`config.mk`:
```
export PLATFORM = sky130hd
export DESIGN_NAME = return_addr_stack
export DESIGN_NICKNAME = d
export VERILOG_FILES = /design/src/rtl/return_addr_stack.sv
export SDC_FILE = /design/constraint.sdc
export NUM_CORES = 1
export LEC_CHECK = 0
export ABC_CLOCK_PERIOD_IN_PS = 8450
export CAP_MARGIN = 20
export CORE_UTILIZATION = 50
export CTS_CLUSTER_SIZE = 40
export DETAILED_ROUTE_END_ITERATION = 10
export PLACE_DENSITY = 0.75
export SYNTH_ARGS = -nofsm -noshare
export SYNTH_HDL_FRONTEND = slang
export SYNTH_SLANG_ARGS = --single-unit
```
`constraint.sdc`:
```
create_clock -name CLK -period 8.45 [get_ports CLK]
set_input_delay 1.69 -clock CLK [delete_from_list [all_inputs] [get_ports CLK]]
set_output_delay 1.69 -clock CLK [all_outputs]
set_load 0.01 [all_outputs]
```
`src/rtl/return_addr_stack.sv`:
```
// Circular return-address LIFO beside the PC mux; pushes on CALL, pops on RET.
// Latency: pushed value visible on DOUT the cycle after the edge. Never stalls: overflow wraps, underflow is ignored.
module return_addr_stack #(
    parameter int ADDR_W = 10,
    parameter int DEPTH  = 8,
    parameter int PTR_W  = 3
) (
    input  logic              CLK,
    input  logic              RST,
    input  logic              PUSH,
    input  logic              POP,
    input  logic [ADDR_W-1:0] DIN,
    input  logic              CLR_ERR,
    output logic [ADDR_W-1:0] DOUT,
    output logic [PTR_W:0]    COUNT,
    output logic              EMPTY,
    output logic              FULL,
    output logic              OVF,
    output logic              UNF
);

    localparam logic [PTR_W:0] DEPTH_CNT = (PTR_W+1)'(DEPTH);

    logic [ADDR_W-1:0] r_mem [DEPTH];
    logic [PTR_W-1:0]  r_tp;
    logic [PTR_W:0]    r_count;
    logic              r_ovf;
    logic              r_unf;

    logic              w_empty;
    logic              w_full;
    logic              w_we;
    logic [PTR_W-1:0]  w_waddr;
    logic [PTR_W-1:0]  w_tp_nxt;
    logic [PTR_W:0]    w_count_nxt;
    logic              w_ovf_set;
    logic              w_unf_set;

    assign w_empty = (r_count == '0);
    assign w_full  = (r_count == DEPTH_CNT);

    always_comb begin
        w_we        = 1'b0;
        w_waddr     = r_tp;
        w_tp_nxt    = r_tp;
        w_count_nxt = r_count;
        w_ovf_set   = 1'b0;
        w_unf_set   = 1'b0;
        if (PUSH && POP && !w_empty) begin
            // simultaneous CALL/RET: overwrite top in place, no flags
            w_we = 1'b1;
        end else if (PUSH) begin
            w_we     = 1'b1;
            w_tp_nxt = r_tp + PTR_W'(1);
            w_waddr  = r_tp + PTR_W'(1);
            if (w_full) begin
                w_ovf_set = 1'b1;
            end else begin
                w_count_nxt = r_count + (PTR_W+1)'(1);
            end
        end else if (POP) begin
            if (w_empty) begin
                w_unf_set = 1'b1;
            end else begin
                w_tp_nxt    = r_tp - PTR_W'(1);
                w_count_nxt = r_count - (PTR_W+1)'(1);
            end
        end
    end

    always_ff @(posedge CLK or posedge RST) begin
        if (RST) begin
            for (int i = 0; i < DEPTH; i++) begin
                r_mem[i] <= '0;
            end
            r_tp    <= '0;
            r_count <= '0;
            r_ovf   <= 1'b0;
            r_unf   <= 1'b0;
        end else begin
            if (w_we) begin
                r_mem[w_waddr] <= DIN;
            end
            r_tp    <= w_tp_nxt;
            r_count <= w_count_nxt;
            // a new error event takes priority over CLR_ERR
            r_ovf   <= w_ovf_set | (r_ovf & ~CLR_ERR);
            r_unf   <= w_unf_set | (r_unf & ~CLR_ERR);
        end
    end

    assign DOUT  = w_empty ? '0 : r_mem[r_tp];
    assign COUNT = r_count;
    assign EMPTY = w_empty;
    assign FULL  = w_full;
    assign OVF   = r_ovf;
    assign UNF   = r_unf;

endmodule

```
==> impl_table.tex, run 1 <==
\begin{tabular}{lr}
\hline
Metric & Value \\
\hline
\multicolumn{2}{l}{\textbf{Setup path}} \\
\quad Kind of critical path & reg2out \\
\quad Worst Setup Start Kind & flip-flop \\
\quad Highest cell delay on the worst timing path & roughly 1000 ps \\
\quad Endpoint kind of the worst setup timing path & output pin \\
\quad Critical Path Source & r\_tp[0]\$\_DFFE\_PP0P\_ \\
\quad Required time reported for the critical path endpoint & between 6000 and 7000 ps \\
\quad Crit-path leading delay family & flip-flops \\
\quad Sequence of cells on the critical path & mux4\_2 -> mux2i\_1 -> nor2\_1 -> clkdlybuf4s50\_1 \\
\quad Worst R2R Start & r\_tp[0]\$\_DFFE\_PP0P\_ \\
\quad Largest driver fanout on the critical path & 32 \\
\quad Cell with the largest stage delay on the worst path & sky130\_fd\_sc\_hd\_\_dfrtp\_2 \\
\quad Data arrival time of the critical path & between 2000 and 3000 ps \\
\quad Worst path buffer plus inverter count & 1 \\
\multicolumn{2}{l}{\textbf{Power}} \\
\quad P\_leak & 2.090 nW \\
\quad VDD IR-drop max & between 0.15 and 0.2 mV \\
\quad Power Density & 409.4 mW/mm\^{}2 \\
\multicolumn{2}{l}{\textbf{Floorplanning}} \\
\quad Std cell rows & 34 \\
\quad Overall die width & slightly below 100 um \\
\quad Initial cell density of the core & 0.5127 \\
\quad Standard cell core area & 0.008678 mm\^{}2 \\
\quad Floorplan die height & 96.33 um \\
\quad \# IOs & 33 \\
\quad Die Footprint & a little over 0.009 mm\^{}2 \\
\multicolumn{2}{l}{\textbf{Min path}} \\
\quad Origin of the worst min-delay path & OVF\$\_DFF\_PP0\_ \\
\quad Hold Path Class & reg2reg \\
\multicolumn{2}{l}{\textbf{STA}} \\
\quad Final critical delay including setup and external delays & 4441 ps \\
\quad Skew final & 8.041 ps \\
\quad Tcrit/Tclk final & 0.5255 \\
\quad Final-report setup violation count & 0 \\
\quad Highest achievable clock rate & approximately 230 MHz \\
\quad RSZ-0062 raised after global routing & no \\
\quad Final number of hold-violating endpoints & 0 \\
\quad Sum of negative setup slack & 0 ps \\
\quad Transition time of the tightest slew-check pin & just under 1000 ps \\
\quad Max transition margin & 0.3364 \\
\quad Pins Over Slew Limit & 0 \\
\multicolumn{2}{l}{\textbf{Status}} \\
\quad Status & finished, final reports clean \\
\multicolumn{2}{l}{\textbf{Clocking}} \\
\quad PostCTS Resize Cnt & 0 \\
\quad Maximum buffer depth of the clock tree & 2 \\
\quad Total number of H-tree levels & 3 \\
\quad Clock tree from TritonCTS & done \\
\quad Buffer type at the clock tree root & sky130\_fd\_sc\_hd\_\_clkbuf\_8 \\
\quad Sink Count & 89 \\
\quad Clock insertion delay at the later pin of the skew report & 360 ps \\
\quad Total of hold buffers inserted after clock tree synthesis & 0 \\
\quad Register clock-pin slew on the reported worst setup and hold paths & 90 ps \\
\quad Clock buffers created by TritonCTS & 9 \\
\quad Post-CTS setup-driven buffer insertion count & 0 \\
\multicolumn{2}{l}{\textbf{Yosys}} \\
\quad Top FF cell, synth & sky130\_fd\_sc\_hd\_\_dfrtp\_1 \\
\quad Area share of the largest cell type after synthesis & 0.5006 \\
\quad Number of enable-type register cells in the synthesized netlist & 0 \\
\quad Number of library cell types mapped by synthesis & between 40 and 50 \\
\quad Top area cells in the synthesized netlist & sky130\_fd\_sc\_hd\_\_dfrtp\_1, sky130\_fd\_sc\_hd\_\_mux2\_2, sky130\_fd\_sc\_hd\_\_mux4\_2 \\
\quad Cell type with the largest total area after synthesis & sky130\_fd\_sc\_hd\_\_dfrtp\_1 \\
\quad Mean post-synth cell area & $\sim$15 um\^{}2 \\
\quad Most repeated cell in the gate-level netlist after synthesis & sky130\_fd\_sc\_hd\_\_dfrtp\_1 \\
\quad Leading cell types by count after synthesis & sky130\_fd\_sc\_hd\_\_dfrtp\_1, sky130\_fd\_sc\_hd\_\_mux2\_2, sky130\_fd\_sc\_hd\_\_mux4\_2, sky130\_fd\_sc\_hd\_\_nor2\_1, sky130\_fd\_sc\_hd\_\_mux2i\_1 \\
\quad Async S/R FF share, synth & 1.000 \\
\quad Post-synthesis mux area share & 0.3355 \\
\quad Adder and majority cell fraction of the synthesized area & 0.01575 \\
\quad Seq/Total Area, Yosys & 0.5006 \\
\quad Yosys reg bits & 89 \\
\quad Net count of the mapped netlist & about 320 \\
\quad Area fraction in compound gates after synthesis & 0.06018 \\
\quad Dominant combinational cell family by area after synthesis & multiplexers \\
\quad XOR/XNOR Fraction of Synth Area & 0.01378 \\
\quad Simple-gate area share of the yosys netlist & 0.05062 \\
\quad Yosys warning count & 0 \\
\quad Synthesized area & 0.004449 mm\^{}2 \\
\quad Number of standard cells after synthesis & just under 300 \\
\multicolumn{2}{l}{\textbf{Layout}} \\
\quad Nets@finish & 348 \\
\quad Core occupancy in the finished layout & 0.5807 \\
\quad Ant diodes & 0 \\
\quad Fraction of layout cells with a size suffix above 1 & 0.4174 \\
\quad Area growth from synthesis to final layout & 13.27\% \\
\multicolumn{2}{l}{\textbf{Routing}} \\
\quad Number of design-rule violations left by the first detailed-router iteration & 81 \\
\quad Routed length per instance & 19.44 um \\
\quad Post-detailed-routing wire length & 8572 um \\
\quad Vias after detailed routing & 2553 \\
\quad Routed Antenna Nets & 0 \\
\quad Detailed Routing Iterations Pass 1 & 4 \\
\quad Number of remaining DRC errors & 0 \\
\quad Average via count per standard cell & $\sim$5.8 \\
\multicolumn{2}{l}{\textbf{Place}} \\
\quad Estimated wirelength of the detail-placed design & 5373 um \\
\quad Placer Congestion & 0.7650 \\
\quad I/O Buffers & 32 \\
\multicolumn{2}{l}{\textbf{Global route}} \\
\quad Grt ovf & 0 \\
\quad Total global routing track utilization & 0.2056 \\
\quad First-pass GRT wire length & 13670 um \\
\quad Number of global-route vias before repair & $\sim$2500 \\
\quad Antenna violations before repair & 0 \\
\quad Maximum number of pins on one net before global-route repair & 67 \\
\multicolumn{2}{l}{\textbf{Run}} \\
\quad Number of max-cap violations & 0 \\
\hline
\end{tabular}
kinds of logic after synthesis:
group	count (synthesis)
AND/OR/NAND/NOR	42
multiplexers	113
buffers and inverters	22
AO/OA/AOI/OAI	19
XOR/XNOR	7
flip-flops	89
adder cells (fa/ha/maj)	5
layer usage:
metal | GRT usage | vias up | routed length [um]
met1 | 0.3007 | 1316 | 4079
met2 | 0.3162 | 45 | 4133
li1 | - | 1180 | -
met3 | 0.03160 | 12 | 237
met5 | 0 | - | 0
met4 | 0.06618 | 0 | 121
worst paths after layout:
kind                                    endpoint  slack (ps)  cells past startpoint
min                                OVF$_DFF_PP0_         500                      1
max                                      DOUT[0]        4010                      4
min in group asynchronous  r_mem[12]$_DFFE_PP0P_        1620                      2
min reg2reg                        OVF$_DFF_PP0_         500                      1
max in group asynchronous    r_tp[0]$_DFFE_PP0P_        5630                      3
max reg2reg                r_mem[25]$_DFFE_PP0P_        5100                      5
worst register-to-register path: cells and delay by family, from the launching register on:
family                   cells  cell delay, ps
multiplexers                 1             420
buffers and inverters        1             290
flip-flops                   1            1030
adder cells (fa/ha/maj)      1             570
AND/OR/NAND/NOR              1             110
AO/OA/AOI/OAI                1             820
sequential cells by signal, indices dropped and copies added, names as in the netlist:
| name | flops |
|---|---|
| COUNT | 4 |
| OVF | 1 |
| UNF | 1 |
| r_mem | 80 |
| r_tp | 3 |
final cells by class:
| class | instances | area, um^2 |
|---|---|---|
| Fill cell | 703 | 3638 |
| Sequential cell | 89 | 2228 |
| Multi-Input combinational cell | 186 | 2123 |
| Timing Repair Buffer | 36 | 350.3 |
| Tap cell | 108 | 135.1 |
| Clock buffer | 10 | 127.6 |
| Clock inverter | 6 | 51.30 |
| Inverter | 6 | 23.77 |
layout by cell type (no fill, tap or decap), types with 2 or more instances in the layout:
| cell | synthesis | final |
|---|---|---|
| sky130_fd_sc_hd__dfrtp_1 | 89 | 88 |
| sky130_fd_sc_hd__mux2_2 | 81 | 81 |
| sky130_fd_sc_hd__clkdlybuf4s50_1 | 0 | 32 |
| sky130_fd_sc_hd__mux4_2 | 20 | 20 |
| sky130_fd_sc_hd__nor2_1 | 13 | 13 |
| sky130_fd_sc_hd__mux2i_1 | 10 | 10 |
| sky130_fd_sc_hd__clkbuf_8 | 0 | 9 |
| sky130_fd_sc_hd__nand2_1 | 6 | 6 |
| sky130_fd_sc_hd__xnor2_1 | 5 | 5 |
| sky130_fd_sc_hd__inv_1 | 6 | 5 |
| sky130_fd_sc_hd__ha_1 | 4 | 4 |
| sky130_fd_sc_hd__buf_4 | 0 | 4 |
| sky130_fd_sc_hd__o41ai_4 | 3 | 3 |
| sky130_fd_sc_hd__nor4_1 | 4 | 3 |
| sky130_fd_sc_hd__nor3_1 | 3 | 3 |
| sky130_fd_sc_hd__nand3_1 | 3 | 3 |
| sky130_fd_sc_hd__inv_6 | 0 | 3 |
| sky130_fd_sc_hd__nor2b_1 | 2 | 2 |
| sky130_fd_sc_hd__a41oi_4 | 2 | 2 |
| sky130_fd_sc_hd__a21oi_1 | 2 | 2 |
| sky130_fd_sc_hd__xor2_1 | 2 | 2 |
| sky130_fd_sc_hd__nand2b_1 | 2 | 2 |
| sky130_fd_sc_hd__a32o_1 | 2 | 2 |
| sky130_fd_sc_hd__mux2_4 | 2 | 2 |
| sky130_fd_sc_hd__and3_1 | 2 | 2 |
| sky130_fd_sc_hd__clkinv_4 | 0 | 2 |
report_power, final:
group	internal (mW)	switching [mW]	leakage, nW
Clock	0.111	0.160	0.0879
Sequential	0.639	0.184	1.07
Combinational	0.591	0.378	0.932
Total	1.34	0.723	2.09
stage by stage:
step | area [um^2] | hold WS (ps) | std cells | worst slack [ps] | total power [mW]
5_1_grt | 5040 | 519.3 | 441 | 3799 | 2.200
6_report | 5040 | 499.6 | 441 | 4009 | 2.063
3_3_place_gp | 4861 | 475.6 | 425 | 4182 | 1.770
3_5_place_dp | 4861 | 486.6 | 425 | 4101 | 1.809
4_1_cts | 5040 | 507.3 | 441 | 3957 | 2.080
2_1_floorplan | 4449 | 473.9 | 297 | 4453 | 1.496
Power figures use the tool's default switching activity.
==> run 2, diff against run 1 <==
Settings changed: ABC_CLOCK_PERIOD_IN_PS 8450 to 3850, PLACE_DENSITY 0.75 to 0.77.
Clock period 8.45 ns to 3.85 ns, I/O delays scaled along.
==> run 2 against run 1 <==
Global-route usage grew 0.97 points. Sequential share of layout area shrank 0.60 points. Clock-buffer cell count is the same. Register-to-register slack lost 4400 ps. Cell area grew 1.4%. Clock power grew 130%. Non-clock buffer count grew 5. Setup slack lost 3600 ps. Combinational power grew 120%. Critical path depth is the same. Via count grew 3.8%. Critical endpoint is now DOUT[7]. Largest power group unchanged.
==> impl_table.tex, run 2 (synthesis results as in run 1) <==
\begin{tabular}{lr}
\hline
Metric & Value \\
\hline
\multicolumn{2}{l}{\textbf{Status}} \\
\quad Status & finished, final reports clean \\
\multicolumn{2}{l}{\textbf{Layout}} \\
\quad Top register by number of flip-flops & r\_mem \\
\quad Non-filler cells, final & 445 (+0.91\%) \\
\quad Fraction of layout cells with a size suffix above 1 & 0.4243 (+0.006915) \\
\quad Most frequent standard cell in the layout excluding fill and tap cells & sky130\_fd\_sc\_hd\_\_dfrtp\_1 \\
\quad Commonest cells after routing, fill and taps aside & sky130\_fd\_sc\_hd\_\_dfrtp\_1, sky130\_fd\_sc\_hd\_\_mux2\_2, sky130\_fd\_sc\_hd\_\_clkdlybuf4s50\_1, sky130\_fd\_sc\_hd\_\_mux4\_2, sky130\_fd\_sc\_hd\_\_nor2\_1 \\
\quad Nets@finish & 353 (+1.4\%) \\
\quad Area growth from synthesis to final layout & 14.82\% \\
\quad Largest register FFs & 80 (unchanged) \\
\quad Ant diodes & 0 (unchanged) \\
\quad Core occupancy in the finished layout & 0.5887 (+0.007930) \\
\multicolumn{2}{l}{\textbf{Routing}} \\
\quad Routed Antenna Nets & 0 (unchanged) \\
\quad Post-detailed-routing wire length & 8792 um (+2.6\%) \\
\quad Average via count per standard cell & 5.955 (+2.9\%) \\
\quad Number of remaining DRC errors & 0 (unchanged) \\
\quad Routed length per instance & 19.76 um (+1.6\%) \\
\quad Vias after detailed routing & 2650 (+3.8\%) \\
\quad Detailed Routing Iterations Pass 1 & 4 (unchanged) \\
\quad Number of design-rule violations left by the first detailed-router iteration & 80 (-1.2\%) \\
\multicolumn{2}{l}{\textbf{STA}} \\
\quad Max transition margin & 0.3397 (+0.003340) \\
\quad Pins Over Slew Limit & 0 (unchanged) \\
\quad Hold\_ws & 505.5 ps (+5.898 ps) \\
\quad Tcrit/Tclk final & 0.8992 \\
\quad Transition time of the tightest slew-check pin & 987.1 ps (-4.992 ps) \\
\quad Skew final & 11.68 ps (+3.635 ps) \\
\quad Final number of hold-violating endpoints & 0 (unchanged) \\
\quad Final critical delay including setup and external delays & $\sim$3500 ps \\
\quad Sum of negative setup slack & 0 ps (unchanged) \\
\quad Final-report setup violation count & 0 (unchanged) \\
\quad Highest achievable clock rate & 288.9 MHz \\
\quad RSZ-0062 raised after global routing & no \\
\multicolumn{2}{l}{\textbf{Clocking}} \\
\quad Register clock-pin slew on the reported worst setup and hold paths & 80 ps (about the same) \\
\quad Total number of H-tree levels & 3 (unchanged) \\
\quad Post-CTS setup-driven buffer insertion count & 0 (unchanged) \\
\quad Sink Count & 89 (unchanged) \\
\quad Total of hold buffers inserted after clock tree synthesis & 0 (unchanged) \\
\quad Clock buffers created by TritonCTS & 9 (unchanged) \\
\quad Clock tree from TritonCTS & done \\
\quad Clock insertion delay at the later pin of the skew report & 360 ps (about the same) \\
\quad PostCTS Resize Cnt & 0 (unchanged) \\
\quad Maximum buffer depth of the clock tree & 2 (unchanged) \\
\quad Buffer type at the clock tree root & sky130\_fd\_sc\_hd\_\_clkbuf\_8 \\
\multicolumn{2}{l}{\textbf{Global route}} \\
\quad First-pass GRT wire length & 14300 um (+4.6\%) \\
\quad Antenna violations before repair & 0 (unchanged) \\
\quad Number of global-route vias before repair & 2680 (+8.0\%) \\
\quad Grt ovf & 0 (unchanged) \\
\quad Total global routing track utilization & 0.2153 (+0.009658) \\
\quad Maximum number of pins on one net before global-route repair & 79 (+18\%) \\
\multicolumn{2}{l}{\textbf{Place}} \\
\quad Placed instance count & 430 (+1.2\%) \\
\quad I/O Buffers & 32 (unchanged) \\
\quad Estimated wirelength of the detail-placed design & 5502 um (+2.4\%) \\
\quad Placer Congestion & 0.8669 (+13\%) \\
\multicolumn{2}{l}{\textbf{Setup path}} \\
\quad Endpoint kind of the worst setup timing path & output pin \\
\quad Data arrival time of the critical path & 2690 ps (-60 ps) \\
\quad Required time reported for the critical path endpoint & 3080 ps (-3680 ps) \\
\quad Kind of critical path & reg2out \\
\quad Worst Setup Start Kind & flip-flop \\
\quad Largest driver fanout on the critical path & 32 (unchanged) \\
\multicolumn{2}{l}{\textbf{Floorplanning}} \\
\quad Initial cell density of the core & 0.5127 (unchanged) \\
\quad Die Footprint & 0.009279 mm\^{}2 (unchanged) \\
\quad Floorplan die height & 96.33 um (unchanged) \\
\quad Std cell rows & 34 (unchanged) \\
\quad \# IOs & 33 (unchanged) \\
\quad Overall die width & 96.33 um (unchanged) \\
\quad Standard cell core area & 0.008678 mm\^{}2 (unchanged) \\
\multicolumn{2}{l}{\textbf{Power}} \\
\quad P\_leak & 2.131 nW (+1.9\%) \\
\quad Sw Share & 0.3423 (-0.007835) \\
\quad VDD IR-drop max & 0.4046 mV (+110\%) \\
\quad Power Density & 900.1 mW/mm\^{}2 (+120\%) \\
\quad Comb pwr share & 0.464 (-0.005) \\
\quad P\_int & 3.024 mW (+130\%) \\
\quad Flop pwr share & 0.402 (+0.003) \\
\quad PnR Total Power & 4.598 mW (+120\%) \\
\quad Switching Power & 1.574 mW (+120\%) \\
\quad Share of total power in the clock network & 0.134 (+0.003) \\
\multicolumn{2}{l}{\textbf{Run}} \\
\quad Number of max-cap violations & 0 (unchanged) \\
\multicolumn{2}{l}{\textbf{Min path}} \\
\quad Hold Path Class & reg2reg \\
\hline
\end{tabular}
==> run 2: cell types whose count changed in the layout (fill, tap and decap cells not counted), sizes merged <==
cell	previous run	this run
buf	4	9
clkinv	3	5
bufinv	0	1
inv	8	5
clkinvlp	1	0
==> run 2: worst max-delay path: stages, from the launching register on <==
cell and delay (ps):
sky130_fd_sc_hd__dfrtp_2 1000, sky130_fd_sc_hd__mux4_2 600, sky130_fd_sc_hd__mux2i_1 180, sky130_fd_sc_hd__nor2_1 70, sky130_fd_sc_hd__clkdlybuf4s50_1 480
==> run 2: worst paths after layout <==
kind                                       start               endpoint  slack (ps)  cells past startpoint
max in group asynchronous                    RST  r_mem[29]$_DFFE_PP0P_        2530                      3
max reg2reg                  r_tp[0]$_DFFE_PP0P_  r_mem[52]$_DFFE_PP0P_         650                      5
max                          r_tp[0]$_DFFE_PP0P_                DOUT[7]         390                      4
min in group asynchronous                    RST   COUNT[3]$_DFFE_PP0P_         640                      2
min                        r_mem[48]$_DFFE_PP0P_  r_mem[48]$_DFFE_PP0P_         510                      1
min reg2reg                r_mem[48]$_DFFE_PP0P_  r_mem[48]$_DFFE_PP0P_         510                      1
==> run 2: final cells by class <==
type	instances	area, um^2
Inverter	6	23.77
Multi-Input combinational cell	186	2123
Fill cell	706	3570
Clock buffer	10	127.6
Tap cell	108	135.1
Clock inverter	5	57.56
Sequential cell	89	2228
Timing Repair Buffer	41	412.9
==> run 2: metrics by stage <==
stage               worst slack (ps)  area [um^2]
floorplan                      773.1         4449
CTS                            315.1         5109
global placement               664.2         4923
global route                   181.9         5109
finish                         388.1         5109
detailed placement             626.3         4923
==> run 2: power groups by stage <==
stage	registers, mW	clock network (mW)	logic, mW
2_1_floorplan	1.60	0	1.68
3_3_place_gp	1.84	0	2.09
3_5_place_dp	1.87	0	2.14
4_1_cts	1.85	0.633	2.15
5_1_grt	1.93	0.667	2.31
6_report	1.85	0.618	2.13
==> run 2: layer usage <==
layer	vias to the layer above	track usage	routed length (um)
li1	1192	-	-
met4	0	0.06863	92
met5	-	0	0
met3	8	0.04028	265
met2	47	0.3517	4349
met1	1403	0.2923	4084
==> run 3, diff against run 2 <==
Settings changed: SETUP_SLACK_MARGIN set to 0.02.
==> results of run 3 <==
No change in the layout: final DEF, timing and power equal those of run 2.
